File: src/rtl/fft_pkg.sv
`default_nettype none
// =====================================================================
// fft_pkg : twiddle-select encodings and W8 coefficient helper
// Rev 1.0
// =====================================================================
package fft_pkg;

   localparam logic [1:0] TW_ONE = 2'd0;   // W = 1
   localparam logic [1:0] TW_MJ  = 2'd1;   // W = -j
   localparam logic [1:0] TW_W81 = 2'd2;   // W = (1-j)/sqrt2
   localparam logic [1:0] TW_W83 = 2'd3;   // W = (-1-j)/sqrt2

   // round(2^cw/sqrt2) == round(sqrt(2^(2cw-1))), found by bitwise integer sqrt
   function automatic logic [31:0] k_coef(input int cw);
      logic [63:0] n;
      logic [63:0] t;
      logic [63:0] r64;
      logic [31:0] r;
      n = 64'd1 << (2 * cw - 1);
      r = '0;
      for (int b = 31; b >= 0; b--) begin
         t = {32'd0, r} | (64'd1 << b);
         if (t * t <= n) r = t[31:0];
      end
      r64 = {32'd0, r};
      if (n - r64 * r64 > r64) r = r + 32'd1;
      return r;
   endfunction

endpackage
`default_nettype wire

File: src/rtl/fft_cmul_w8.sv
`default_nettype none
// =====================================================================
// fft_cmul_w8 : one-component multiply by 1/sqrt2 with round-half-up
// Rev 1.0
// =====================================================================
module fft_cmul_w8
   import fft_pkg::*;
#(
   parameter int DW = 16,
   parameter int CW = 15
) (
   input  logic                 clk,
   input  logic                 reset_n,
   input  logic                 en,
   input  logic                 mul,
   input  logic signed [DW+1:0] p,
   output logic signed [DW:0]   q
);

   localparam int                 c_pw   = DW + CW + 3;
   localparam logic [31:0]        c_k32  = k_coef(CW);
   localparam logic signed [c_pw-1:0] c_k    = {{(c_pw-CW-1){1'b0}}, c_k32[CW:0]};
   localparam logic signed [c_pw-1:0] c_half = {{(c_pw-CW){1'b0}}, 1'b1, {(CW-1){1'b0}}};

   logic signed [c_pw-1:0] w_pe;
   logic signed [c_pw-1:0] w_prod;
   logic signed [c_pw-1:0] w_rnd;
   logic signed [DW:0]     w_q;
   logic                   w_unused;

   assign w_pe   = {{(CW+1){p[DW+1]}}, p};
   assign w_prod = w_pe * c_k;
   assign w_rnd  = w_prod + c_half;
   // |p*K/2^CW| stays below 2^DW, so the DW+1 slice above the fraction is exact
   assign w_q    = mul ? w_rnd[DW+CW:CW] : p[DW:0];
   assign w_unused = ^{w_rnd[c_pw-1:DW+CW+1], w_rnd[CW-1:0]};

   always_ff @(posedge clk or negedge reset_n) begin
      if (!reset_n) q <= '0;
      else if (en)  q <= w_q;
   end

endmodule
`default_nettype wire

File: src/rtl/fft_bf_stage_p.sv
`default_nettype none
// =====================================================================
// fft_bf_stage_p : 3-stage radix-2 DIT butterfly, W8 twiddles, sat/scale
// Rev 1.0
// =====================================================================
module fft_bf_stage_p
   import fft_pkg::*;
#(
   parameter int DW  = 16,
   parameter int CW  = 15,
   parameter int SAT = 1
) (
   input  logic                 clk,
   input  logic                 reset_n,
   input  logic                 in_valid,
   input  logic [1:0]           tw_sel,
   input  logic                 scale,
   input  logic signed [DW-1:0] a_re,
   input  logic signed [DW-1:0] a_im,
   input  logic signed [DW-1:0] b_re,
   input  logic signed [DW-1:0] b_im,
   input  logic                 ovf_clr,
   output logic                 out_valid,
   output logic signed [DW-1:0] x_re,
   output logic signed [DW-1:0] x_im,
   output logic signed [DW-1:0] y_re,
   output logic signed [DW-1:0] y_im,
   output logic                 ovf
);

   localparam logic signed [DW+1:0] c_one = {{(DW+1){1'b0}}, 1'b1};
   localparam logic signed [DW+1:0] c_max = {3'b000, {(DW-1){1'b1}}};
   localparam logic signed [DW+1:0] c_min = {3'b111, {(DW-1){1'b0}}};

   // one extra pre-product bit so -b_re-b_im cannot wrap at the most negative B
   logic signed [DW+1:0] w_bre, w_bim, w_p_re, w_p_im;
   logic                 r1_valid, r1_mul, r1_scale;
   logic signed [DW-1:0] r1_a_re, r1_a_im;
   logic signed [DW+1:0] r1_p_re, r1_p_im;
   logic                 r2_valid, r2_scale;
   logic signed [DW-1:0] r2_a_re, r2_a_im;
   logic signed [DW:0]   r2_bw_re, r2_bw_im;
   logic signed [DW+1:0] w_ar, w_ai, w_br, w_bi;
   logic [DW:0]          w_px_re, w_px_im, w_py_re, w_py_im;
   logic                 w_clip;

   assign w_bre = {{2{b_re[DW-1]}}, b_re};
   assign w_bim = {{2{b_im[DW-1]}}, b_im};

   always_comb begin
      w_p_re = w_bre;
      w_p_im = w_bim;
      case (tw_sel)
         TW_ONE: begin w_p_re = w_bre;         w_p_im = w_bim;          end
         TW_MJ:  begin w_p_re = w_bim;         w_p_im = -w_bre;         end
         TW_W81: begin w_p_re = w_bre + w_bim; w_p_im = w_bim - w_bre;  end
         default:begin w_p_re = w_bim - w_bre; w_p_im = -w_bre - w_bim; end
      endcase
   end

   always_ff @(posedge clk or negedge reset_n) begin
      if (!reset_n) begin
         r1_valid <= 1'b0;
         r1_mul   <= 1'b0;
         r1_scale <= 1'b0;
         r1_a_re  <= '0;
         r1_a_im  <= '0;
         r1_p_re  <= '0;
         r1_p_im  <= '0;
         r2_valid <= 1'b0;
         r2_scale <= 1'b0;
         r2_a_re  <= '0;
         r2_a_im  <= '0;
      end else begin
         r1_valid <= in_valid;
         r2_valid <= r1_valid;
         if (in_valid) begin
            r1_mul   <= (tw_sel == TW_W81) || (tw_sel == TW_W83);
            r1_scale <= scale;
            r1_a_re  <= a_re;
            r1_a_im  <= a_im;
            r1_p_re  <= w_p_re;
            r1_p_im  <= w_p_im;
         end
         if (r1_valid) begin
            r2_scale <= r1_scale;
            r2_a_re  <= r1_a_re;
            r2_a_im  <= r1_a_im;
         end
      end
   end

   fft_cmul_w8 #(.DW(DW), .CW(CW)) u_cmul_re (
      .clk(clk), .reset_n(reset_n), .en(r1_valid), .mul(r1_mul),
      .p(r1_p_re), .q(r2_bw_re)
   );

   fft_cmul_w8 #(.DW(DW), .CW(CW)) u_cmul_im (
      .clk(clk), .reset_n(reset_n), .en(r1_valid), .mul(r1_mul),
      .p(r1_p_im), .q(r2_bw_im)
   );

   // returns {clipped, DW-bit result} after optional halving and sat/wrap
   function automatic logic [DW:0] post(input logic signed [DW+1:0] v, input logic sc);
      logic signed [DW+1:0] s;
      logic                 clip;
      logic [DW-1:0]        r;
      s    = sc ? ((v + c_one) >>> 1) : v;
      clip = (s > c_max) || (s < c_min);
      r    = s[DW-1:0];
      if ((SAT != 0) && clip) r = s[DW+1] ? c_min[DW-1:0] : c_max[DW-1:0];
      return {clip, r};
   endfunction

   assign w_ar = {{2{r2_a_re[DW-1]}}, r2_a_re};
   assign w_ai = {{2{r2_a_im[DW-1]}}, r2_a_im};
   assign w_br = {r2_bw_re[DW], r2_bw_re};
   assign w_bi = {r2_bw_im[DW], r2_bw_im};

   assign w_px_re = post(w_ar + w_br, r2_scale);
   assign w_px_im = post(w_ai + w_bi, r2_scale);
   assign w_py_re = post(w_ar - w_br, r2_scale);
   assign w_py_im = post(w_ai - w_bi, r2_scale);
   assign w_clip  = w_px_re[DW] | w_px_im[DW] | w_py_re[DW] | w_py_im[DW];

   always_ff @(posedge clk or negedge reset_n) begin
      if (!reset_n) begin
         out_valid <= 1'b0;
         x_re      <= '0;
         x_im      <= '0;
         y_re      <= '0;
         y_im      <= '0;
         ovf       <= 1'b0;
      end else begin
         out_valid <= r2_valid;
         if (r2_valid) begin
            x_re <= w_px_re[DW-1:0];
            x_im <= w_px_im[DW-1:0];
            y_re <= w_py_re[DW-1:0];
            y_im <= w_py_im[DW-1:0];
         end
         if (r2_valid && w_clip) ovf <= 1'b1;
         else if (ovf_clr)       ovf <= 1'b0;
      end
   end

endmodule
`default_nettype wire
File: config.mk
export PLATFORM = sky130hd
export DESIGN_NAME = fft_bf_stage_p
export DESIGN_NICKNAME = d
export VERILOG_FILES = /design/src/rtl/fft_pkg.sv /design/src/rtl/fft_cmul_w8.sv /design/src/rtl/fft_bf_stage_p.sv
export SDC_FILE = /design/constraint.sdc
export NUM_CORES = 1
export LEC_CHECK = 0
export BUFFER_PORTS_ARGS = -buffer_cell sky130_fd_sc_hd__buf_2
export CORE_MARGIN = 2
export CORE_UTILIZATION = 60
export DETAILED_ROUTE_END_ITERATION = 7
export GPL_TIMING_DRIVEN = 0
export PLACE_DENSITY = 0.78
export SLEW_MARGIN = 20
export SYNTH_ARGS = -nofsm -noshare
export SYNTH_HDL_FRONTEND = slang
export SYNTH_HIERARCHICAL = 1
export SYNTH_SLANG_ARGS = --single-unit
export TNS_END_PERCENT = 50
File: constraint.sdc
create_clock -name clk -period 18.41 [get_ports clk]
set_clock_uncertainty 0.15 [all_clocks]
set_input_delay 3.682 -clock clk [delete_from_list [all_inputs] [get_ports clk]]
set_output_delay 3.682 -clock clk [all_outputs]
set_load 0.03 [all_outputs]
# Word-level counts from Yosys, hierarchy flattened
# Cells that the tools add are included.
[word_totals]
elab_cells = 75
in_bits = 71
reg_bits = 205
output_inout_bits = 66
[op_classes]
n_eq_ne = 3
mul = 2
addsub = 14
reduce_logical = 8
muxes = 18
n_bitwise = 3
magnitude_cmp = 8
[ops]
columns = ["operator", "count"]
rows = [
  ["two-way mux 16 bit", 8],
  ["one-hot mux 18 bit (3 select lines)", 2],
  ["adder 18 x 2 -> 18 bit, second input constant", 4],
  ["> comparator 18 x 16 -> 1 bit, second input constant", 4],
  ["less-than comparator 18 x 16 -> 1 bit, second input constant", 4],
  ["two-way mux 18 bit", 4],
  ["adder 32 x 16 -> 32 bit, second input constant", 2],
  ["multiplier 18 x 15 -> 31 bit, second input constant", 2],
  ["adder 16 x 17 -> 18 bit", 2],
  ["subtractor 16 x 17 -> 18 bit", 2],
  ["two-way mux 17 bit", 2],
  ["negation 16 -> 18 bit", 1],
  ["subtractor 18 x 16 -> 18 bit", 1],
  ["adder 16 x 16 -> 17 bit", 1],
  ["subtractor 16 x 16 -> 17 bit", 1],
  ["logical OR 1 bit", 5],
  ["== test 2 bit, second input constant", 2],
  ["bitwise OR 1 bit", 3],
  ["== test 2 x 1 -> 1 bit, second input constant", 1],
  ["logical NOT 2 bit", 1],
  ["two-way mux 1 bit", 2],
  ["nonzero test 2 bit", 1],
  ["logical AND 1 bit", 1],
]

# Longest topological paths before layout
# Gate-level depths: netlist of run 1.
[logic_depth]
depth_word = 10
mapped_depth = 21
mapped_depth_nobuf = 20

# By module
# Netlist of run 1, hierarchy kept.
[by_module_without_submodules]
columns = ["module", "n_inst", "area_per_inst_um2", "seq_area_each_um2", "cells_per_inst"]
rows = [
  ["fft_bf_stage_p", 1, 16145.5, 4254.1, 1869],
  ["fft_cmul_w8 at u_cmul_im", 1, 5569.1, 425.4, 576],
  ["fft_cmul_w8 at u_cmul_re", 1, 5425.2, 425.4, 567],
]

# Worst setup path before layout of run 1
# OpenSTA, ideal clock, no wires.
[synth_timing]
kind = "input-to-reg"
from = "input port b_re[2]"
to = "register r1_p_im[13]"
slack_ns = 11.642
t_arrival_ns = 6.493
n_path_buf = 0
setup_time_ns = 0.125
t_required_ns = 18.135
stages = 12
path_cell_list = "nor4_1 -> and3_1 -> nand2_1 -> nor4_1 -> and2_1 -> xnor2_1 -> ha_1 -> a21o_1 -> a31oi_1 -> xnor2_1 -> mux4_2 -> mux2_2"
[synth_between]
elab_chain_cells = 3
elab_cells_between_ends = 4
classes_between = "add/sub: 3; mux: 1"
[synth_rtl]
columns = ["element", "line_no", "text"]
rows = [
  ["start, declared", "fft_bf_stage_p.sv:20", "input logic signed [DW-1:0] b_re,"],
  ["negation 16 -> 18 bit", "fft_bf_stage_p.sv:55, fft_bf_stage_p.sv:57", ""],
  ["subtractor 18 x 16 -> 18 bit", "fft_bf_stage_p.sv:57", "default:begin w_p_re = w_bim - w_bre; w_p_im = -w_bre - w_bim; end"],
  ["one-hot mux 18 bit (3 select lines) (*)", "fft_bf_stage_p.sv:53", "case (tw_sel)"],
  ["end signal, assigned", "fft_bf_stage_p.sv:83", "r1_p_im <= w_p_im;"],
  ["end, declared", "fft_bf_stage_p.sv:39", "logic signed [DW+1:0] r1_p_re, r1_p_im;"],
]
# Every way passes the cells marked *; elsewhere a longest branch is shown, timed or not.
# A chain may end at the register's enable or synchronous reset.

# Final worst setup path of run 1
[layout_timing]
from = "register r1_p_re[16]"
to = "register u_cmul_re.q[16]"
[layout_between]
elab_chain_cells = 3
[layout_rtl]
columns = ["element", "line_no", "text"]
rows = [
  ["start, declared", "fft_bf_stage_p.sv:39", ""],
  ["start signal, assigned", "fft_bf_stage_p.sv:82", "r1_p_re <= w_p_re;"],
  ["multiplier 18 x 15 -> 31 bit", "fft_cmul_w8.sv:32", "assign w_prod = w_pe * c_k;"],
  ["adder 32 x 16 -> 32 bit", "fft_cmul_w8.sv:33", "assign w_rnd = w_prod + c_half;"],
  ["two-way mux 17 bit (*)", "fft_cmul_w8.sv:35", "assign w_q = mul ? w_rnd[DW+CW:CW] : p[DW:0];"],
  ["end signal, assigned", "fft_cmul_w8.sv:40", "else if (en) q <= w_q;"],
  ["end, declared", "fft_cmul_w8.sv:17", "output logic signed [DW:0] q"],
]
# Marked as above.

==> results of run 1 <==
[worst max-delay path by stage]
stage | end | slack [ns] | cells after the start
after floorplan | r1_p_im[13] | 11.64 | 12
after global routing | u_cmul_re/q[16] | 10.82 | 18
after global placement | r1_a_im[11] | 10.22 | 1
final | u_cmul_re/q[16] | 11.24 | 18
after detailed placement | r1_p_im[17] | 10.99 | 15
after CTS | u_cmul_re/q[16] | 11.27 | 18
[worst max-delay path: cells and delay by family, from the launching register on]
family / cells / cell delay, ns
adders and majority gates: 7 / 2.91
AOI/OAI and AO/OA: 5 / 1.40
buffers and inverters: 2 / 0.12
and+or+nand+nor: 4 / 1.50
DFF: 1 / 0.99
[synth_stat cells (25+ instances only)]
master	count	area (µm²)
a21o_1	37	278
a21oi_1	229	1150
a21oi_2	30	263
a31oi_1	49	307
and3_1	30	188
clkbuf_1	74	278
dfrtp_1	204	5100
fa_1	139	2780
ha_1	376	4700
inv_1	332	1250
mux2_2	109	1230
nand2_1	142	533
nand3_1	67	335
nand4_1	39	244
nor2_1	224	841
nor2b_1	29	181
nor3_1	56	280
o211ai_1	25	188
o21ai_0	118	591
xnor2_1	122	1070
xor2_1	44	385
[state kept, by name, indices dropped and copies added, names as in the netlist, 16 cells and up]
register / flops
r1_p_im: 18
r2_a_re: 16
r2_a_im: 16
u_cmul_im/q: 17
y_im: 16
x_re: 16
r1_a_re: 16
u_cmul_re/q: 17
x_im: 16
r1_p_re: 17
y_re: 16
r1_a_im: 16
[routing by layer]
metal,share of wire,global-route usage
met3,0.059,0.0393
met5,0.00097,0
met2,0.48,0.536
met1,0.42,0.389
met4,0.038,0.119
[cells by family after synthesis]
family                     count (synthesis)
buffers and inverters                    464
DFF                                      204
muxes                                    143
xor gates and xnor gates                 172
AOI/OAI and AO/OA                        758
adders and majority gates                515
and+or+nand+nor                          756
[area by class of cell]
| cell class | count | area [µm²] | area share |
|---|---|---|---|
| multi-input cells | 2344 | 20100 | 0.685 |
| repair buffers | 136 | 736 | 0.0250 |
| flip-flops and latches | 204 | 5100 | 0.173 |
| diodes | 7 | 17.5 | 0.000595 |
| inverters | 337 | 1260 | 0.0430 |
| well taps | 592 | 741 | 0.0252 |
| clock inverters | 11 | 124 | 0.00421 |
| clock buffers | 31 | 668 | 0.0227 |
| plain buffers | 127 | 626 | 0.0213 |
[metrics by stage]
step / util / cell area, µm² / hold slack [ns] / setup WS [ns]
2_1_floorplan: - / 27100 / 0.202 / 11.64
3_3_place_gp: 0.643 / 28600 / 0.285 / 10.22
3_5_place_dp: 0.644 / 28600 / 0.291 / 10.99
4_1_cts: 0.662 / 29400 / 0.303 / 11.27
5_1_grt: 0.662 / 29400 / 0.313 / 10.82
6_report: 0.663 / 29400 / 0.314 / 11.24
==> flow_summary.ini, run 1 <==
[global_routing]
grt_pass1_vias = 23200
grt_max_degree = 100
grt_antenna_before_repair = 10
track_usage = 0.308
grt.overflow.total = 0
grt_pass1_wl_mm = 118

[critical_path]
crit_path_end_kind = flop
reg2reg_depth = 18
crit_fanout = 26
worstReg2RegEnd = u_cmul_re/q[16]
start_kind = flop
cp.arrival_ns = 7.49
path_class = reg2reg
cp_common_cell = fa_1
required_ns = 18.73
r2r_slack_ns = 11.24
cp-startpoint = r1_p_re[16]
cp_cell_sequence = ha_1, inv_1, fa_1, inv_1, fa_1, fa_1, fa_1, ha_1, ha_1, and4_1, a221oi_1, a21oi_1, o21a_1, or2_1, or3_4, a211o_1, or4_1, o2111ai_1
reg2reg_from = r1_p_re[16]
critPathSlowestCell = dfrtp_1
max_stage_delay_ns = 0.99

[logic_synthesis]
synth-main-ff-cell = dfrtp_1
synth_compound_area_frac = 0.197
synth-edff-count = 0
syn_area_um2 = 27100
async_flop_share = 1.00
synth_xor_xnor_area_share = 0.0572
synth_simple_gate_area_frac = 0.145
ys_seq_area_frac = 0.188
synth_warnings = 6
synth_nets = 3598
avgSynthCellArea_um2 = 9.01
ys_types = 131
synth.ff_latch_count = 204
syn_inst = 3012
yosys.area_share.adder = 0.276
synthMuxAreaShare = 0.0672
synth_top_family_by_area = adder cells

[route]
wire_per_inst_um = 19.3
drc = 0
via_per_inst = 6.13
drt_wl_total_mm = 73.0
first_pass_iters = 6
ant_nets = 0
drt-initial-drc-count = 1617
num_vias = 23200

[timing]
max_slew_margin = 0.338
fin_crit_sh = 0.390
setup-violations-final = 0
fmax_mhz = 139
rsz0062_at_grt = false
tightest_slew_ns = 0.993
setup_tns_ns = 0
timing.final.crit_period_ns = 7.17
hold_viol_final = 0
slew_violations = 0

[hold_path]
hold_path_end = out_valid
hold_depth = 0
hp-start = r2_valid
min_path_type = reg2reg

[floorplanning]
io_pins = 137
start_util = 0.611
die_w_um = 217
rows = 77
fp.dieH_um = 217
core-area_um2 = 44400
fp.dieArea_um2 = 47000

[final_layout]
layout_common_cells = ha_1, inv_1, a21oi_1
final_cells = 3789
area_delta_synth_final_pct = 8.42
nFillCells = 3640
final_common_cell = ha_1
drive_above_1_share = 0.147
nets = 3760

[clock_network]
cts_tree = done
hold_buffers = 0
numClockSinks = 204
cts_max_path_buffers = 3
cts_resized = 0
cts_max_level = 1
clk_latency_ns = 0.55
cts-buffers-inserted = 24
cts_root_buf = clkbuf_16
cts.clk_slew.worst_paths_ns = 0.06
post_cts_buffers = 0

[flow_run]
maxCapViolations = 0

[placement]
dp_hpwl_mm = 59.1
port_buffers = 134
routabilityCongestion = 0.991
dp_cells = 3740

[outcome]
status = complete, no violations
Power of run 1 is not shown: default switching activity piles up to over one toggle a cycle in this logic, so the estimate is an artifact.
==> inputs of run 2 (changes only) <==
clock period = 7.2 ns   (was 18.41 ns; I/O delays follow)
==> run 2 against run 1 <==
Utilization up 0.11 points; global-route usage unchanged; fmax up 2.7%; via count up 0.36%; non-clock buffer count up 1.
==> flow_summary.ini, run 2 (synthesis results as in run 1) <==
[clock_network]
cts_max_level = 1
cts_root_buf = clkbuf_16
cts.clk_slew.worst_paths_ns = 0.06
numClockSinks = 204
cts_tree = done
cts-buffers-inserted = 24
hold_buffers = 0
cts_max_path_buffers = 3
clk_latency_ns = 0.55

[hold_path]
hp-start = r2_valid
hold_path_end = out_valid
hold_depth = 0
min_path_type = reg2reg

[critical_path]
required_ns = 7.52
r2r_slack_ns = 0.22
crit_path_end_kind = flop
reg2reg_depth = 21
cp.arrival_ns = 7.30
worstReg2RegEnd = u_cmul_re/q[16]
reg2reg_from = r1_p_re[6]
crit_fanout = 8
start_kind = flop
cp-startpoint = r1_p_re[6]
path_class = reg2reg

[final_layout]
final_common_cell = ha_1
fin_area_um2 = 29500
layout_common_cells = ha_1, inv_1, a21oi_1
drive_above_1_share = 0.151
utilization = 0.664
nets = 3761
top_register = r1_p_im
area_delta_synth_final_pct = 8.60
largest_reg_flops = 18

[route]
drc = 0
via_per_inst = 6.15
wire_per_inst_um = 19.3
drt-initial-drc-count = 1608
ant_nets = 0
first_pass_iters = 8
drt_wl_total_mm = 73.1
num_vias = 23300

[outcome]
status = complete, no violations

[timing]
fmax_mhz = 143
fin_crit_sh = 0.970
setup_tns_ns = 0
timing.final.crit_period_ns = 6.98
setup-violations-final = 0
slew_violations = 0
max_slew_margin = 0.398
tightest_slew_ns = 0.902
hold_ws_ns = 0.313
hold_viol_final = 0

[global_routing]
grt.overflow.total = 0
grt_max_degree = 100
grt_pass1_wl_mm = 118
track_usage = 0.308
grt_antenna_before_repair = 10
grt_pass1_vias = 23200

[placement]
port_buffers = 134
routabilityCongestion = 0.991
dp_hpwl_mm = 59.1
placed_cell_area_um2 = 28600

[floorplanning]
rows = 77
io_pins = 137
core-area_um2 = 44400
fp.dieH_um = 217
die_w_um = 217
start_util = 0.611
fp.dieArea_um2 = 47000

[flow_run]
maxCapViolations = 0
==> run 2: worst max path at each step <==
| stage | endpoint | depth (start not counted) | slack [ns] |
|---|---|---|---|
| 6_report | u_cmul_re/q[16] | 21 | 0.22 |
| 4_1_cts | u_cmul_re/q[16] | 18 | 0.06 |
| 5_1_grt | u_cmul_re/q[16] | 20 | -0.03 |
| 2_1_floorplan | u_cmul_re/q[16] | 21 | 0.58 |
| 3_5_place_dp | u_cmul_re/q[16] | 18 | 0.05 |
| 3_3_place_gp | u_cmul_re/q[16] | 18 | 0.13 |
==> run 2: stage by stage <==
| stage | std cells | setup WS [ns] |
|---|---|---|
| 3_3_place_gp | 3738 | 0.126 |
| 2_1_floorplan | 3012 | 0.579 |
| 3_5_place_dp | 3740 | 0.0503 |
| 4_1_cts | 3782 | 0.0596 |
| 5_1_grt | 3785 | -0.0262 |
| 6_report | 3790 | 0.217 |
==> run 2: final cells by class <==
cell class / instances / area, µm²
clock buffers: 31 / 668
plain buffers: 127 / 626
diodes: 7 / 17.5
repair buffers: 137 / 743
fillers: 3631 / 14900
inverters: 337 / 1260
flip-flops and latches: 204 / 5120
multi-input cells: 2344 / 20200
clock inverters: 11 / 124
well taps: 592 / 741
==> run 2: repair_timing <==
action                     4_1_cts  5_1_grt
setup buffers                    0        1
resized for setup                0       15
setup endpoints to repair        0        2
==> run 2: layer usage <==
layer	vias up	global-route usage	part of all wire
met4	10	0.119	0.039
met3	194	0.0393	0.059
met5	-	0	0.00096
met1	11200	0.389	0.42
met2	805	0.536	0.48
li1	11100	-	-
==> run 2: worst max-delay path, cell delays in order, from the launching register on <==
cell and delay, ns:
dfrtp_2 0.51, ha_1 0.35, fa_1 0.50, inv_1 0.05, fa_1 0.52, inv_1 0.05
fa_1 0.49, fa_1 0.42, ha_1 0.29, ha_1 0.31, buf_6 0.15, a21oi_2 0.18
o21ai_1 0.12, a221o_1 0.32, a311oi_2 0.32, nand4_1 0.21, or3_1 0.39, buf_2 0.16
or3_4 0.41, a211o_1 0.34, or4_1 0.52, o2111ai_1 0.10
Power of run 2 is left out for the same reason.
